## src/rtl/lif_pkg.sv

```systemverilog
// Shared seven-segment definitions for the LIF neuron display path.
// Segment bit order is a=bit0 through g=bit6, active-high.
package lif_pkg;

    localparam int SEG_W = 7;

    localparam int SEG_A = 0;
    localparam int SEG_B = 1;
    localparam int SEG_C = 2;
    localparam int SEG_D = 3;
    localparam int SEG_E = 4;
    localparam int SEG_F = 5;
    localparam int SEG_G = 6;

    localparam logic [SEG_W-1:0] HEX_SEG [16] = '{
        7'h3F, 7'h06, 7'h5B, 7'h4F, 7'h66, 7'h6D, 7'h7D, 7'h07,
        7'h7F, 7'h6F, 7'h77, 7'h7C, 7'h39, 7'h5E, 7'h79, 7'h71
    };

endpackage

```

## src/rtl/lif_spike_display_seg7_hex.sv

```systemverilog
// Hex digit to seven-segment decoder, purely combinational table lookup.
// Zero latency; no flow control.
module seg7_hex
    import lif_pkg::*;
(
    input  logic [3:0]       hex_i,
    output logic [SEG_W-1:0] seg_o
);

    assign seg_o = HEX_SEG[hex_i];

endmodule

```

## src/rtl/lif_spike_display.sv

```systemverilog
// Windowed spike counter with hex display and spike LED stretcher.
// All outputs registered (1-cycle latency); no backpressure, accepts a spike every cycle.
module lif_spike_display
    import lif_pkg::*;
#(
    parameter int WINDOW_CYCLES  = 10_000_000,
    parameter int STRETCH_CYCLES = 1_000_000,
    parameter int COUNT_W        = 4
) (
    input  logic             clk,
    input  logic             rst_n,
    input  logic             spike,
    input  logic [7:0]       membrane,
    input  logic             mode,
    output logic [SEG_W-1:0] segments,
    output logic             spike_led,
    output logic             window_done
);

    localparam int WIN_W = (WINDOW_CYCLES > 1) ? $clog2(WINDOW_CYCLES) : 1;
    localparam int STR_W = $clog2(STRETCH_CYCLES + 1);

    localparam logic [WIN_W-1:0]   WIN_LAST = WIN_W'(WINDOW_CYCLES - 1);
    localparam logic [STR_W-1:0]   STR_LOAD = STR_W'(STRETCH_CYCLES);
    localparam logic [COUNT_W-1:0] CNT_MAX  = {COUNT_W{1'b1}};

    logic [WIN_W-1:0]   win_cnt_q,     win_cnt_d;
    logic [COUNT_W-1:0] spike_cnt_q,   spike_cnt_d;
    logic [COUNT_W-1:0] latched_cnt_q, latched_cnt_d;
    logic [STR_W-1:0]   stretch_cnt_q, stretch_cnt_d;
    logic [SEG_W-1:0]   segments_q,    segments_d;
    logic               spike_led_q,   spike_led_d;
    logic               window_done_q, window_done_d;

    logic               win_end;
    logic [COUNT_W-1:0] cnt_inc;
    logic [3:0]         disp_src;

    // Saturating increment also folds in a spike landing on the closing cycle.
    assign win_end  = (win_cnt_q == WIN_LAST);
    assign cnt_inc  = (spike && (spike_cnt_q != CNT_MAX)) ? spike_cnt_q + 1'b1 : spike_cnt_q;
    assign disp_src = mode ? membrane[7:4] : 4'(latched_cnt_q);

    seg7_hex u_seg7_hex (
        .hex_i (disp_src),
        .seg_o (segments_d)
    );

    always_comb begin
        win_cnt_d     = win_cnt_q + 1'b1;
        spike_cnt_d   = cnt_inc;
        latched_cnt_d = latched_cnt_q;
        window_done_d = 1'b0;
        if (win_end) begin
            win_cnt_d     = '0;
            spike_cnt_d   = '0;
            latched_cnt_d = cnt_inc;
            window_done_d = 1'b1;
        end
    end

    always_comb begin
        stretch_cnt_d = (stretch_cnt_q != '0) ? stretch_cnt_q - 1'b1 : '0;
        spike_led_d   = (stretch_cnt_q > STR_W'(1));
        if (spike) begin
            stretch_cnt_d = STR_LOAD;
            spike_led_d   = 1'b1;
        end
    end

    always_ff @(posedge clk or negedge rst_n) begin
        if (!rst_n) begin
            win_cnt_q     <= '0;
            spike_cnt_q   <= '0;
            latched_cnt_q <= '0;
            stretch_cnt_q <= '0;
            segments_q    <= '0;
            spike_led_q   <= 1'b0;
            window_done_q <= 1'b0;
        end else begin
            win_cnt_q     <= win_cnt_d;
            spike_cnt_q   <= spike_cnt_d;
            latched_cnt_q <= latched_cnt_d;
            stretch_cnt_q <= stretch_cnt_d;
            segments_q    <= segments_d;
            spike_led_q   <= spike_led_d;
            window_done_q <= window_done_d;
        end
    end

    assign segments    = segments_q;
    assign spike_led   = spike_led_q;
    assign window_done = window_done_q;

endmodule

```

## config.mk

```make
export PLATFORM = sky130hd
export DESIGN_NAME = lif_spike_display
export DESIGN_NICKNAME = d
export VERILOG_FILES = /design/src/rtl/lif_pkg.sv /design/src/rtl/lif_spike_display_seg7_hex.sv /design/src/rtl/lif_spike_display.sv
export SDC_FILE = /design/constraint.sdc
export NUM_CORES = 1
export LEC_CHECK = 0
export BUFFER_PORTS_ARGS = -buffer_cell sky130_fd_sc_hd__buf_4
export CORE_ASPECT_RATIO = 1.1
export CORE_MARGIN = 2
export CORE_UTILIZATION = 50
export CTS_CLUSTER_SIZE = 40
export DETAILED_ROUTE_END_ITERATION = 6
export GPL_TIMING_DRIVEN = 0
export PLACE_DENSITY = 0.68
export SYNTH_ARGS = -nofsm -noshare
export SYNTH_HDL_FRONTEND = slang
export SYNTH_SLANG_ARGS = --single-unit
```

## constraint.sdc

```tcl
create_clock -name clk -period 2.34 [get_ports clk]
set_clock_uncertainty 0.15 [all_clocks]
set_input_delay 0.234 -clock clk [delete_from_list [all_inputs] [get_ports clk]]
set_output_delay 0.234 -clock clk [all_outputs]
set_load 0.005 [all_outputs]
```

# Word-level counts from Yosys, hierarchy flattened
# Memory sizes are Yosys's and may differ from the RTL's. A register that Yosys moved wholly into a read port is not among the register bits.
# Index checks and enable logic that the tools add are counted.
[word_totals] register_bits=54 rom_bits=112 in_bits=12 memories=1
[memory_table] name="(no name shown)" words=16 word_bits=7 rd=1 rd_ports_with_merged_regs=1 wr=0 line_no="lif_spike_display_seg7_hex.sv:10" rtl="assign seg_o = HEX_SEG[hex_i];"
[op_classes] add_sub_neg=3 order_cmp=1 eq_ne=2 muxes=8 n_bitwise=1 reduce_logical=3
[ops] cell="20-bit two-way mux" n=2
[ops] cell="24-bit by 1-bit adder with 24-bit output (second input constant)" n=1
[ops] cell="24-bit equality test (second input constant)" n=1
[ops] cell="24-bit two-way mux" n=1
[ops] cell="20-bit by 1-bit greater-than comparator with 1-bit output (second input constant)" n=1
[ops] cell="20-bit nonzero test" n=1
[ops] cell="20-bit by 1-bit subtractor with 20-bit output (second input constant)" n=1
[ops] cell="4-bit two-way mux" n=3
[ops] cell="4-bit inverter with 5-bit output" n=1
[ops] cell="4-bit by 1-bit adder with 4-bit output (second input constant)" n=1
[ops] cell="4-bit inequality test (second input constant)" n=1
[ops] cell="1-bit two-way mux" n=2
[ops] cell="1-bit logical AND" n=1
[ops] cell="1-bit zero test" n=1

# Longest topological paths before layout
# Gate-level depths: netlist (run 1).
[logic_depth] depth_word=4 mapped_depth=8 mapped_depth_nobuf=7

# By module
# From an unflattened synthesis (run 1), not the netlist that was laid out.
[hier_totals] hier_cells=298 area_unflattened_um2=3125.5
[modules_own_cells] module="lif_spike_display" n_inst=1 cells_each=265 area_per_inst_um2=2837.7
[modules_own_cells] module="seg7_hex" n_inst=1 cells_each=33 area_per_inst_um2=287.8

# Least setup slack after synthesis (run 1)
# No wires, ideal clock.
[synth_path] path_type="register -> register" start="reg win_cnt_q[0]" end="reg win_cnt_q[20]" setup_time_ns=0.077 arrival_ns=1.828 required_ns=2.113 path_slack_ns=0.284 stages_incl_launch_ff=7 path_buffers=1 period_less_slack_ns=2.056 path_cell_list="dfrtp_1 ha_1 nand4_2 or3_1 clkbuf_2 or4_1 a21oi_1"
[synth_between] elab_chain_len=2 word_cells_on_any_way=3
[synth_rtl] element="start: declaration" line_no="lif_spike_display.sv:27" rtl="logic [WIN_W-1:0] win_cnt_q, win_cnt_d;"
[synth_rtl] element="start signal: assignment" line_no="lif_spike_display.sv:81" rtl="win_cnt_q <= win_cnt_d;"
[synth_rtl] element="24-bit by 1-bit adder with 24-bit output / 24-bit equality test (equally long branches)" line_no="lif_spike_display.sv:50, lif_spike_display.sv:40"
[synth_rtl] element="24-bit two-way mux *" line_no="lif_spike_display.sv:54" rtl="if (win_end) begin"
[synth_rtl] element="named net win_cnt_d[20]" line_no="lif_spike_display.sv:27"
# Mark *: on every way through the listed nets, which the timed path passes. The rest lies on a longest branch.
# A chain may end at the register's enable or synchronous reset.

# Final worst setup path (run 1)
# Same ends and word-level chain as after synthesis.

==> run summary, run 1 <==
STATUS
-----------------------------------------------------------------------------------------
Outcome                                                                         completed

SETUP PATH
-----------------------------------------------------------------------------------------
Reg2Reg Setup Slack                                                               0.14 ns
Kind of end point of the critical path                                               flop
CP arrival                                                                        2.31 ns
Critical register-to-register path endpoint                                  win_cnt_q[20]
R2R cell count                                                                          6
Start-to-end type of the worst setup path                                         reg2reg
Critical path startpoint category                                                    flop
Data required time of the critical path                                           2.45 ns
Maximum fanout encountered on the critical timing path                                  6
Worst reg2reg startpoint                                                     win_cnt_q[0]

SYNTH
-----------------------------------------------------------------------------------------
EDFF count, synth                                                                       0
Post-Syn Nets                                                                         332
Top area cells in the synthesized netlist                                    sky130_fd_sc_hd__dfrtp_1 49%, sky130_fd_sc_hd__xnor2_1 5.4%, sky130_fd_sc_hd__ha_1 4.8%
Post-Synthesis Cell Area                                                        3100 um^2
Proportion of register bits with asynchronous set or reset after synthesis           100%
Portion of synthesized cell area occupied by the leading cell type                  49.2%
Number of cells produced by synthesis                                                 308
Sequential fraction of the synthesis area                                           49.2%
Synth Register Bits                                                                    61
Cell accounting for the most synthesized area                                sky130_fd_sc_hd__dfrtp_1
Most frequent cells after synthesis                                          61 x sky130_fd_sc_hd__dfrtp_1, 31 x sky130_fd_sc_hd__nor2_1, 19 x sky130_fd_sc_hd__xnor2_1, 17 x sky130_fd_sc_hd__nand2_1, 17 x sky130_fd_sc_hd__nor3_1
Most frequent cell after synthesis                                           sky130_fd_sc_hd__dfrtp_1
Distinct cell type count after synthesis                                               43
Synth Warn #                                                                            0
Average instance area after synthesis                                           10.1 um^2
Most used DFF post-synth                                                     sky130_fd_sc_hd__dfrtp_1

ROUTE
-----------------------------------------------------------------------------------------
Overall via count from detail_route                                                 2,301
Remaining design rule violation count                                                   0
Remaining number of nets flagged by the antenna check after routing                     0
Total Routed Length                                                               5590 um
DRT iter0 DRCs                                                                         91
First-pass DRT Iterations                                                               4
Detail-routed via count per cell                                                     5.44
Average wire per standard cell                                                    13.2 um

GRT
-----------------------------------------------------------------------------------------
Total Routing Usage GR                                                              18.2%
Residual overflow from global routing                                                   0
Number of global-route vias before repair                                           2,243
Global route hottest layer                                                           met2
GR Util met2                                                                        29.9%
Number of antenna violations at the first check in global routing                       0
First-pass GRT wire length                                                        9830 um
Met1 Track Usage GR                                                                 23.5%
Global-route track usage on met3                                                    4.27%
Largest net degree at the start of global routing                                      62

FLOORPLANNING
-----------------------------------------------------------------------------------------
Die boundary width                                                                79.1 um
Boundary pin count                                                                     21
Die span in y                                                                     86.6 um
Die Outline Area                                                                6850 um^2
Row count                                                                              30
Starting utilization of the core area                                               51.0%
Placeable core region                                                           6080 um^2

TIMING
-----------------------------------------------------------------------------------------
Setup violations, final                                                                 0
Final number of hold-violating endpoints                                                0
Slew @ Worst Pin                                                                 0.746 ns
RSZ-0062 raised after global routing                                                   no
Final period demand of the worst path                                             2.20 ns
Sum of negative setup slack                                                          0 ns
PnR worst setup slack                                                            0.142 ns
Post-route clock period utilization                                                 93.9%
Number of max-slew violations in the final report                                       0
Normalized max-slew margin                                                          50.3%
Fmax                                                                            0.455 GHz

PLACE
-----------------------------------------------------------------------------------------
Post-DP HPWL                                                                      3860 um
Placement-stage worst setup slack                                              -0.0751 ns
Placed cell areas                                                               3310 um^2
Gpl congestion                                                                      0.847
Port bufs                                                                              14

CTS
-----------------------------------------------------------------------------------------
CTS tree                                                                             done
Clk slew on worst S/H paths                                                       0.07 ns
Clock insertion delay at the later pin of the skew report                         0.33 ns
Num CTS Buffers                                                                         9
Root Buffer Master                                                           sky130_fd_sc_hd__clkbuf_8
Max H-tree Level                                                                        3
Max Root-Sink Buffers                                                                   2
Sink Count                                                                             61

POWER AND IR DROP
-----------------------------------------------------------------------------------------
IR drop worst, VDD                                                               0.398 mV
Leak Pwr                                                                          1.50 nW
Cell area power density                                                       692 nW/um^2

LAYOUT
-----------------------------------------------------------------------------------------
Number of fill cells                                                                  571
Number of nets at the end of the flow                                                 362
Fraction of final layout cells with drive strength greater than 1                   14.0%
End-of-flow core utilization                                                        58.5%
Antenna diode instance count                                                            0
Post-layout instance area                                                       3550 um^2
Area Growth Syn to Fin                                                              14.6%

MIN PATH
-----------------------------------------------------------------------------------------
Worst min-delay path endpoint                                                 segments[3]
Critical hold path startpoint                                                 membrane[7]
Min-Delay Path Depth                                                                    4
Hold Path Class                                                                    in2reg

RUN
-----------------------------------------------------------------------------------------
Max-cap viol count                                                                      0

[critical path: stages, from the launching register on]
cell                       delay [ns]
sky130_fd_sc_hd__dfrtp_1         0.40
sky130_fd_sc_hd__ha_2            0.24
sky130_fd_sc_hd__nand4_2         0.13
sky130_fd_sc_hd__or3_1           0.40
sky130_fd_sc_hd__clkbuf_2        0.16
sky130_fd_sc_hd__or4_1           0.51
sky130_fd_sc_hd__a21oi_1         0.15
[flip-flops by register name (all words and copies together), names as in the netlist]
signal         cells
latched_cnt_q      4
segments           7
window_done        1
spike_led          1
stretch_cnt_q     20
win_cnt_q         24
spike_cnt_q        4
[final cells by class]
| class | count | area (um^2) | share of cell area (%) |
|---|---|---|---|
| multi-input cells | 224 | 1500 | 42.2 |
| repair buffers | 19 | 145 | 4.08 |
| inverters | 14 | 52.6 | 1.48 |
| clock buffers | 12 | 145 | 4.08 |
| well taps | 80 | 100 | 2.82 |
| plain buffers | 9 | 37.5 | 1.06 |
| clock inverters | 4 | 47.5 | 1.34 |
| flip-flops and latches | 61 | 1530 | 42.9 |
[where the power goes]
part | switching, W | internal [W] | total (W)
Clock | 0.000387 | 0.000518 | 0.000905
Combinational | 0.000189 | 0.000155 | 0.000344
Sequential | 0.0000816 | 0.00113 | 0.00121
Total | 0.000657 | 0.00180 | 0.00246
[worst max-delay path by stage]
stage	depth (start not counted)	from	slack [ns]	to
2_1_floorplan	6	win_cnt_q[0]	0.28	win_cnt_q[20]
3_3_place_gp	5	stretch_cnt_q[10]	-0.05	stretch_cnt_q[8]
3_5_place_dp	5	stretch_cnt_q[6]	-0.08	stretch_cnt_q[4]
4_1_cts	5	stretch_cnt_q[6]	0.07	stretch_cnt_q[11]
5_1_grt	6	win_cnt_q[0]	0.001	win_cnt_q[20]
6_report	6	win_cnt_q[0]	0.14	win_cnt_q[20]
[cells by family after synthesis]
logic type                 share of synthesized area [%]
muxes                                               3.35
buffers and inverters                               2.91
and+or+nand+nor                                     23.1
adders and majority gates                           4.84
xor gates and xnor gates                            9.04
AOI/OAI and AO/OA                                   7.51
DFF                                                 49.2
[stage by stage]
step,std cells,total power (W),hold WS (ns)
after floorplan,308,0.00145,-0.212
after global placement,402,0.00155,0.207
after detailed placement,402,0.00156,0.205
after CTS,419,0.00248,0.148
after global routing,423,0.00261,0.163
final,423,0.00246,0.167
[what timing repair did]
item,in CTS,in global routing
hold endpoints to repair,61,0
hold buffers,1,0
setup buffers,0,4
setup endpoints to repair,10,23
gates resized for setup,2,2
pin swaps,0,1
[placed cells by master, fill, tap and decap left out, drive strengths merged, types with 2 or more instances in the layout]
cell	Yosys	final
dfrtp	61	61
nor2	31	31
buf	2	20
xnor2	19	19
clkbuf	7	19
nor3	18	18
nand2	17	17
nand3	16	16
inv	14	14
a21oi	14	14
xor2	13	13
ha	12	12
o21ai	9	9
nor4	9	9
nand4	8	8
mux2i	7	7
or3	6	6
or4	6	6
a31oi	5	5
o31ai	4	4
mux2	3	3
nand2b	3	3
and3	3	3
nor2b	3	3
and4	3	3
o21a	2	2
nand3b	2	2
nand4b	2	2
clkinv	0	2
[per-layer routing]
layer / wire length, um / part of all wire [%] / vias up
met5: 0 / 0 / -
met4: 59 / 1.1 / 0
met3: 161 / 2.9 / 5
met2: 2690 / 48 / 30
met1: 2680 / 48 / 1114
li1: - / - / 1152
No activity file was read; power rests on OpenSTA's default activity.
==> run 2, diff against run 1 <==
--- a/config.mk
+++ b/config.mk
@@ -8,11 +8,10 @@
 export BUFFER_PORTS_ARGS = -buffer_cell sky130_fd_sc_hd__buf_4
 export CORE_ASPECT_RATIO = 1.1
 export CORE_MARGIN = 2
-export CORE_UTILIZATION = 50
+export CORE_UTILIZATION = 34
 export CTS_CLUSTER_SIZE = 40
 export DETAILED_ROUTE_END_ITERATION = 6
 export GPL_TIMING_DRIVEN = 0
-export PLACE_DENSITY = 0.68
 export SYNTH_ARGS = -nofsm -noshare
 export SYNTH_HDL_FRONTEND = slang
 export SYNTH_SLANG_ARGS = --single-unit
==> run 2 against run 1 <==
  * Clock power is 6.7% higher
  * Non-clock buffer count grew 1
  * Critical endpoint unchanged
  * Largest power group unchanged
  * Die area grew 45%
  * Worst hold slack better by 0.00066 ns
==> run summary, run 2 (synthesized netlist as in run 1, its figures left out) <==
STATUS
-------------------------------------------------------------------------------------
Outcome                                                                     completed

FLOORPLANNING
-------------------------------------------------------------------------------------
Row count                                                                          36   +20%
Die boundary width                                                            95.1 um   +20%
Starting utilization of the core area                                           34.9%   -16 points
Placeable core region                                                       8870 um^2   +46%
Die Outline Area                                                            9900 um^2   +45%
Die span in y                                                                  104 um   +20%
Boundary pin count                                                                 21   unchanged

GRT
-------------------------------------------------------------------------------------
Residual overflow from global routing                                               0   unchanged
Number of antenna violations at the first check in global routing                   0   unchanged
First-pass GRT wire length                                                  10,300 um   +5.0%
Number of global-route vias before repair                                       2,262   +0.85%
Total Routing Usage GR                                                          13.2%   -5.1 points
Largest net degree at the start of global routing                                  62   unchanged

CTS
-------------------------------------------------------------------------------------
Clock insertion delay at the later pin of the skew report                     0.34 ns   about the same
Root Buffer Master                                                       sky130_fd_sc_hd__clkbuf_8
Clk slew on worst S/H paths                                                   0.07 ns   about the same
Max H-tree Level                                                                    3   unchanged
Sink Count                                                                         61   unchanged
CTS tree                                                                         done
Max Root-Sink Buffers                                                               2   unchanged
Num CTS Buffers                                                                     9   unchanged

SETUP PATH
-------------------------------------------------------------------------------------
Max stage delay on crit path                                                  0.50 ns   about the same
Critical Path, Cell by Cell                                              ha_2, nand4_2, or3_1, clkbuf_2, or4_1, a21oi_1
Maximum fanout encountered on the critical timing path                              6   unchanged
Kind of end point of the critical path                                           flop
Data required time of the critical path                                       2.46 ns   about the same
Critical path startpoint category                                                flop
Crit path max-delay cell type                                            sky130_fd_sc_hd__or4_1
Start-to-end type of the worst setup path                                     reg2reg
CP arrival                                                                    2.34 ns   +0.03 ns

LAYOUT
-------------------------------------------------------------------------------------
Final standard cell count with taps included and fillers excluded                 458   +8.3%
Max FFs per register                                                               24   unchanged
Most frequent standard cell in the layout excluding fill and tap cells   sky130_fd_sc_hd__dfrtp_1
Most flops, register                                                        win_cnt_q
Area Growth Syn to Fin                                                          17.6%
Antenna diode instance count                                                        0   unchanged
Fraction of final layout cells with drive strength greater than 1               15.4%   +1.4 points
Commonest cells after routing, fill and taps aside                       61 x sky130_fd_sc_hd__dfrtp_1, 31 x sky130_fd_sc_hd__nor2_1, 19 x sky130_fd_sc_hd__xnor2_1
Number of nets at the end of the flow                                             363   +0.28%

ROUTE
-------------------------------------------------------------------------------------
DR WL met2                                                                    2930 um   +9.0%
Remaining design rule violation count                                               0   unchanged
Overall via count from detail_route                                             2,361   +2.6%
Average wire per standard cell                                                13.1 um   -0.79%
Total Routed Length                                                           6010 um   +7.4%
Met3 layer wire length in the routed design                                    175 um   +8.7%
Detail-routed via count per cell                                                 5.16   -5.2%
First-pass DRT Iterations                                                           4   unchanged
DRT iter0 DRCs                                                                     88   -3.3%
Top metal layer carrying routed signals                                          met4
Post-Route M1 WL                                                              2800 um   +4.4%
Remaining number of nets flagged by the antenna check after routing                 0   unchanged

TIMING
-------------------------------------------------------------------------------------
Sum of negative setup slack                                                      0 ns   unchanged
Final period demand of the worst path                                         2.22 ns   +0.0241 ns
PnR worst setup slack                                                        0.118 ns   -0.0241 ns
Slew @ Worst Pin                                                             0.768 ns   +0.0223 ns
Post-route clock period utilization                                             95.0%   +1.0 points
Normalized max-slew margin                                                      48.8%   -1.5 points
Setup violations, final                                                             0   unchanged
Number of max-slew violations in the final report                                   0   unchanged
Worst hold-check slack                                                       0.168 ns   +0.000659 ns
Fmax                                                                        0.450 GHz   -1.1%
Final number of hold-violating endpoints                                            0   unchanged

PLACE
-------------------------------------------------------------------------------------
Post-DP HPWL                                                                  4100 um   +6.4%
Port bufs                                                                          14   unchanged
Gpl congestion                                                                  0.841   -0.63%
Placed insts                                                                      436   +8.5%
Placement-stage worst setup slack                                          -0.0700 ns   +0.00513 ns

POWER AND IR DROP
-------------------------------------------------------------------------------------
Cell area power density                                                   691 nW/um^2   about the same
IR drop worst, VDD                                                           0.277 mV   -31%
Leak Pwr                                                                      1.52 nW   +1.1%

RUN
-------------------------------------------------------------------------------------
Max-cap viol count                                                                  0   unchanged

MIN PATH
-------------------------------------------------------------------------------------
Hold Path Class                                                                in2reg

[run 2: cell types whose count changed in the layout (fill, tap and decap cells not counted), sizes merged]
cell and change:
clkinvlp +1, buf +1, clkbuf -1
[run 2: stage by stage]
step	total power, W	instance area [um^2]	utilization, %
2_1_floorplan	0.00145	3100	-
3_3_place_gp	0.00155	3350	37.7
3_5_place_dp	0.00157	3350	37.7
4_1_cts	0.00256	3580	40.4
5_1_grt	0.00266	3650	41.1
6_report	0.00252	3650	41.1
[run 2: worst paths after layout]
| path | start | end | slack [ns] | cells after the start |
|---|---|---|---|---|
| setup / recovery | win_cnt_q[0] | win_cnt_q[20] | 0.12 | 6 |
| min in group asynchronous | rst_n | win_cnt_q[20] | 0.34 | 2 |
| setup reg to reg | win_cnt_q[0] | win_cnt_q[20] | 0.12 | 6 |
| max in group asynchronous | rst_n | latched_cnt_q[0] | 1.16 | 2 |
| hold reg to reg | win_cnt_q[14] | win_cnt_q[14] | 0.35 | 1 |
| hold / removal | membrane[7] | segments[3] | 0.17 | 4 |
[run 2: routing by layer]
| metal | vias to the layer above | GRT usage, % |
|---|---|---|
| li1 | 1149 | - |
| met1 | 1176 | 17.3 |
| met2 | 27 | 20.3 |
| met3 | 9 | 3.48 |
| met4 | 0 | 5.59 |
| met5 | - | 0 |
[run 2: area by class of cell]
type / count / area [um^2]
clock buffers: 11 / 151
fillers: 863 / 5230
clock inverters: 5 / 58.8
flip-flops and latches: 61 / 1530
inverters: 14 / 52.6
well taps: 114 / 143
multi-input cells: 224 / 1510
repair buffers: 20 / 165
plain buffers: 9 / 37.5
[run 2: report_power, final]
part           total (W)  internal [W]  switching [W]  leakage, nW
logic           0.000344      0.000156       0.000188        0.677
registers        0.00121       0.00113      0.0000824        0.740
clock network   0.000966      0.000549       0.000417        0.102
[run 2: timing repair]
action | CTS | global route
hold endpoints to repair | 61 | 0
resized for setup | 2 | 4
buffers inserted | 0 | 5
hold buffers | 1 | 0
pin swaps | 0 | 1
endpoints found under the setup margin | 10 | 24
[run 2: critical path, delay by kind of cell (launching register included)]
kind	cells	cell delay, ns
and+or+nand+nor	3	1.03
buffers and inverters	1	0.17
adders and majority gates	1	0.24
DFF	1	0.40
AOI/OAI and AO/OA	1	0.15
==> run 3, diff against run 2 <==
--- a/config.mk
+++ b/config.mk
@@ -14,4 +14,5 @@
 export GPL_TIMING_DRIVEN = 0
 export SYNTH_ARGS = -nofsm -noshare
 export SYNTH_HDL_FRONTEND = slang
+export SYNTH_HIERARCHICAL = 1
 export SYNTH_SLANG_ARGS = --single-unit
==> run 3 against run 2 <==
  * Register-to-register slack gained 0.04 ns
  * Via count decreased by 4.7%
  * Final cell count decreased by 2.8%
  * Clock-buffer cell count is 4 higher
  * Die area up 0.77%
  * Non-clock buffer count shrank 5
  * Largest cell class unchanged
  * Critical path type unchanged
  * First-iteration DRC count is 35% higher
  * Area after synthesis grew 0.81%
  * Power is 3.5% lower
  * Sequential share of layout area increased by 0.82 points
==> run summary, run 3 <==
SETUP PATH
-----------------------------------------------------------------------------------------
Buf/Inv on CP                                                                           2   +1
Worst reg2reg startpoint                                                     latched_cnt_q[1]
R2R cell count                                                                          5   -1
CP arrival                                                                        2.24 ns   -0.10 ns
Reg2Reg Setup Slack                                                               0.16 ns   +0.04 ns
Critical path startpoint category                                                    flop
Critical register-to-register path endpoint                                   segments[3]
Start-to-end type of the worst setup path                                         reg2reg
Data required time of the critical path                                           2.39 ns   -0.07 ns
Most frequent cell on the critical path                                      sky130_fd_sc_hd__inv_1
Maximum fanout encountered on the critical timing path                                  5   -1
Crit path max-delay cell type                                                sky130_fd_sc_hd__o21ai_0
Kind of end point of the critical path                                               flop
Cell family with most CP delay                                               compound AO/OA/AOI/OAI gates
Critical Path, Cell by Cell                                                  inv_1, o21ai_0, inv_1, ha_1, mux4_1
Max stage delay on crit path                                                      0.50 ns   about the same
Worst setup path startpoint                                                  latched_cnt_q[1]

CTS
-----------------------------------------------------------------------------------------
Root Buffer Master                                                           sky130_fd_sc_hd__clkbuf_8
CTS tree                                                                             done
Buffers inserted by post-CTS timing repair                                              0   unchanged
Num CTS Buffers                                                                         9   unchanged
Max Root-Sink Buffers                                                                   2   unchanged
Max H-tree Level                                                                        3   unchanged
Clk slew on worst S/H paths                                                       0.06 ns   about the same
Sink Count                                                                             61   unchanged
Clock insertion delay at the later pin of the skew report                         0.34 ns   about the same

MIN PATH
-----------------------------------------------------------------------------------------
Min-Delay Path Depth                                                                    3   -1
Hold Path Class                                                                    in2reg
Critical hold path startpoint                                                       spike
Worst min-delay path endpoint                                                spike_cnt_q[2]

SYNTH
-----------------------------------------------------------------------------------------
Adder-cell area share of the yosys netlist                                          4.80%   -0.039 points
Multiplexer fraction of the synthesized cell area                                   5.84%   +2.5 points
Distinct cell type count after synthesis                                               46   +7.0%
Main combinational cell family by area after synthesis                       simple AND/OR/NAND/NOR gates
Fraction of synthesized cell area in xor and xnor cells                             8.97%   -0.072 points
Portion of synthesized cell area occupied by the leading cell type                  48.8%   -0.39 points
Complex-gate fraction of the synthesized area                                       5.40%   -2.1 points
Post-Synthesis Cell Area                                                        3130 um^2   +0.81%
Cell accounting for the most synthesized area                                sky130_fd_sc_hd__dfrtp_1
Top area cells in the synthesized netlist                                    sky130_fd_sc_hd__dfrtp_1 49%, sky130_fd_sc_hd__xor2_1 5.6%, sky130_fd_sc_hd__ha_1 4.8%
Share of synthesized cell area in and, or, nand and nor gates                       23.3%   +0.22 points
Average instance area after synthesis                                           10.5 um^2   +4.2%
Most used DFF post-synth                                                     sky130_fd_sc_hd__dfrtp_1
Most frequent cells after synthesis                                          61 x sky130_fd_sc_hd__dfrtp_1, 30 x sky130_fd_sc_hd__nor2_1, 21 x sky130_fd_sc_hd__nand2_1, 20 x sky130_fd_sc_hd__xor2_1, 19 x sky130_fd_sc_hd__nand3_1
EDFF count, synth                                                                       0   unchanged
Synth Register Bits                                                                    61   unchanged
Synth Warn #                                                                            6   +6
Post-Syn Nets                                                                         322   -3.0%
Most frequent cell after synthesis                                           sky130_fd_sc_hd__dfrtp_1
Number of cells produced by synthesis                                                 298   -3.2%
Sequential fraction of the synthesis area                                           48.8%   -0.39 points
Proportion of register bits with asynchronous set or reset after synthesis           100%   unchanged

ROUTE
-----------------------------------------------------------------------------------------
Total Routed Length                                                               5770 um   -3.8%
Remaining number of nets flagged by the antenna check after routing                     0   unchanged
Remaining design rule violation count                                                   0   unchanged
DRT iter0 DRCs                                                                        119   +35%
Average wire per standard cell                                                    13.0 um   -1.0%
Overall via count from detail_route                                                 2,250   -4.7%
First-pass DRT Iterations                                                               4   unchanged
Detail-routed via count per cell                                                     5.06   -1.9%

LAYOUT
-----------------------------------------------------------------------------------------
Commonest cells after routing, fill and taps aside                           61 x sky130_fd_sc_hd__dfrtp_1, 30 x sky130_fd_sc_hd__nor2_1, 21 x sky130_fd_sc_hd__nand2_1
Max FFs per register                                                                   24   unchanged
Most flops, register                                                            win_cnt_q
Most frequent standard cell in the layout excluding fill and tap cells       sky130_fd_sc_hd__dfrtp_1
Antenna diode instance count                                                            0   unchanged
Area Growth Syn to Fin                                                              14.4%
Number of nets at the end of the flow                                                 350   -3.6%
Fraction of final layout cells with drive strength greater than 1                   14.8%   -0.60 points
Final standard cell count with taps included and fillers excluded                     445   -2.8%

TIMING
-----------------------------------------------------------------------------------------
Fmax                                                                            0.458 GHz   +1.7%
Number of max-slew violations in the final report                                       0   unchanged
Worst hold-check slack                                                          0.0934 ns   -0.0747 ns
Final period demand of the worst path                                             2.18 ns   -0.0370 ns
Sum of negative setup slack                                                          0 ns   unchanged
Setup violations, final                                                                 0   unchanged
Slew @ Worst Pin                                                                 0.763 ns   -0.00524 ns
Post-route clock period utilization                                                 93.4%   -1.6 points
RSZ-0062 raised after global routing                                                   no
Final number of hold-violating endpoints                                                0   unchanged
Normalized max-slew margin                                                          49.2%   +0.35 points

FLOORPLANNING
-----------------------------------------------------------------------------------------
Placeable core region                                                           8920 um^2   +0.51%
Starting utilization of the core area                                               35.0%   +0.10 points
Boundary pin count                                                                     21   unchanged
Row count                                                                              36   unchanged
Die boundary width                                                                95.4 um   +0.38%
Die span in y                                                                      105 um   +0.39%
Die Outline Area                                                                9980 um^2   +0.77%

GRT
-----------------------------------------------------------------------------------------
Largest net degree at the start of global routing                                      62   unchanged
Total Routing Usage GR                                                              12.9%   -0.30 points
Number of antenna violations at the first check in global routing                       0   unchanged
Residual overflow from global routing                                                   0   unchanged
Number of global-route vias before repair                                           2,241   -0.93%
First-pass GRT wire length                                                      10,100 um   -1.7%

PLACE
-----------------------------------------------------------------------------------------
Placed insts                                                                          428   -1.8%
Post-DP HPWL                                                                      3980 um   -3.0%
Gpl congestion                                                                      0.824   -2.0%
Port bufs                                                                              16   +2

POWER AND IR DROP
-----------------------------------------------------------------------------------------
Cell area power density                                                       680 nW/um^2   -1.6%
Power, Total                                                                    0.00243 W   -3.5%
IR drop worst, VDD                                                               0.233 mV   -16%
Leak Pwr                                                                          1.51 nW   -0.66%

RUN
-----------------------------------------------------------------------------------------
Max-cap viol count                                                                      0   unchanged

STATUS
-----------------------------------------------------------------------------------------
Outcome                                                                         completed

[run 3: timing repair]
action / CTS / global route
hold endpoints to repair: 61 / 0
setup endpoints to repair: 0 / 1
hold buffers: 1 / 0
resized for setup: 0 / 1
[run 3: through the flow]
step	setup slack (ns)	instance area (um^2)	utilization, %
2_1_floorplan	0.432	3130	-
3_3_place_gp	0.127	3390	38.0
3_5_place_dp	0.119	3390	38.0
4_1_cts	0.109	3570	40.0
5_1_grt	0.0331	3580	40.1
6_report	0.155	3580	40.1
[run 3: power by group]
| part | internal [W] | switching [W] | leakage (nW) |
|---|---|---|---|
| Sequential | 0.00113 | 0.0000901 | 0.740 |
| Clock | 0.000443 | 0.000386 | 0.0877 |
| Combinational | 0.000173 | 0.000209 | 0.681 |
| Total | 0.00175 | 0.000685 | 1.51 |
[run 3: logic make-up (layout without fill, tap and decap cells)]
family	after synthesis	count (layout)
multiplexers	16	16
AO/OA/AOI/OAI	28	28
adder cells (fa/ha/maj)	12	12
flip-flops	61	61
AND/OR/NAND/NOR	130	130
buffers and inverters	19	52
XOR/XNOR	32	32
[run 3: worst register-to-register path: stages (launching register included)]
cell and delay, ns:
sky130_fd_sc_hd__dfrtp_1 0.32, sky130_fd_sc_hd__inv_1 0.05, sky130_fd_sc_hd__o21ai_0 0.50, sky130_fd_sc_hd__inv_1 0.21, sky130_fd_sc_hd__ha_1 0.34, sky130_fd_sc_hd__mux4_1 0.49
[run 3: routing by layer]
metal | track usage [%] | part of all wire (%) | vias to the layer above
met4 | 7.35 | 2.7 | 0
met3 | 2.96 | 2.6 | 13
met5 | 0 | 0 | -
li1 | - | - | 1108
met1 | 17.3 | 49 | 1098
met2 | 18.8 | 45 | 31
[run 3: how the worst max path moves through the flow]
| stage | slack [ns] | cells past startpoint | end |
|---|---|---|---|
| finish | 0.16 | 5 | segments[3] |
| floorplan | 0.43 | 5 | segments[3] |
| global route | 0.03 | 5 | segments[3] |
| CTS | 0.11 | 7 | stretch_cnt_q[14] |
| detailed placement | 0.12 | 5 | segments[3] |
| global placement | 0.13 | 7 | stretch_cnt_q[14] |
[run 3: layout make-up]
cell class                      instances  area [um^2]
Multi-Input combinational cell        218         1520
Inverter                               12         45.0
Fill cell                             878         5340
Buffer                                  7         42.5
Clock buffer                           15          166
Tap cell                              114          143
Sequential cell                        61         1530
Clock inverter                          1         5.00
Timing Repair Buffer                   17          130
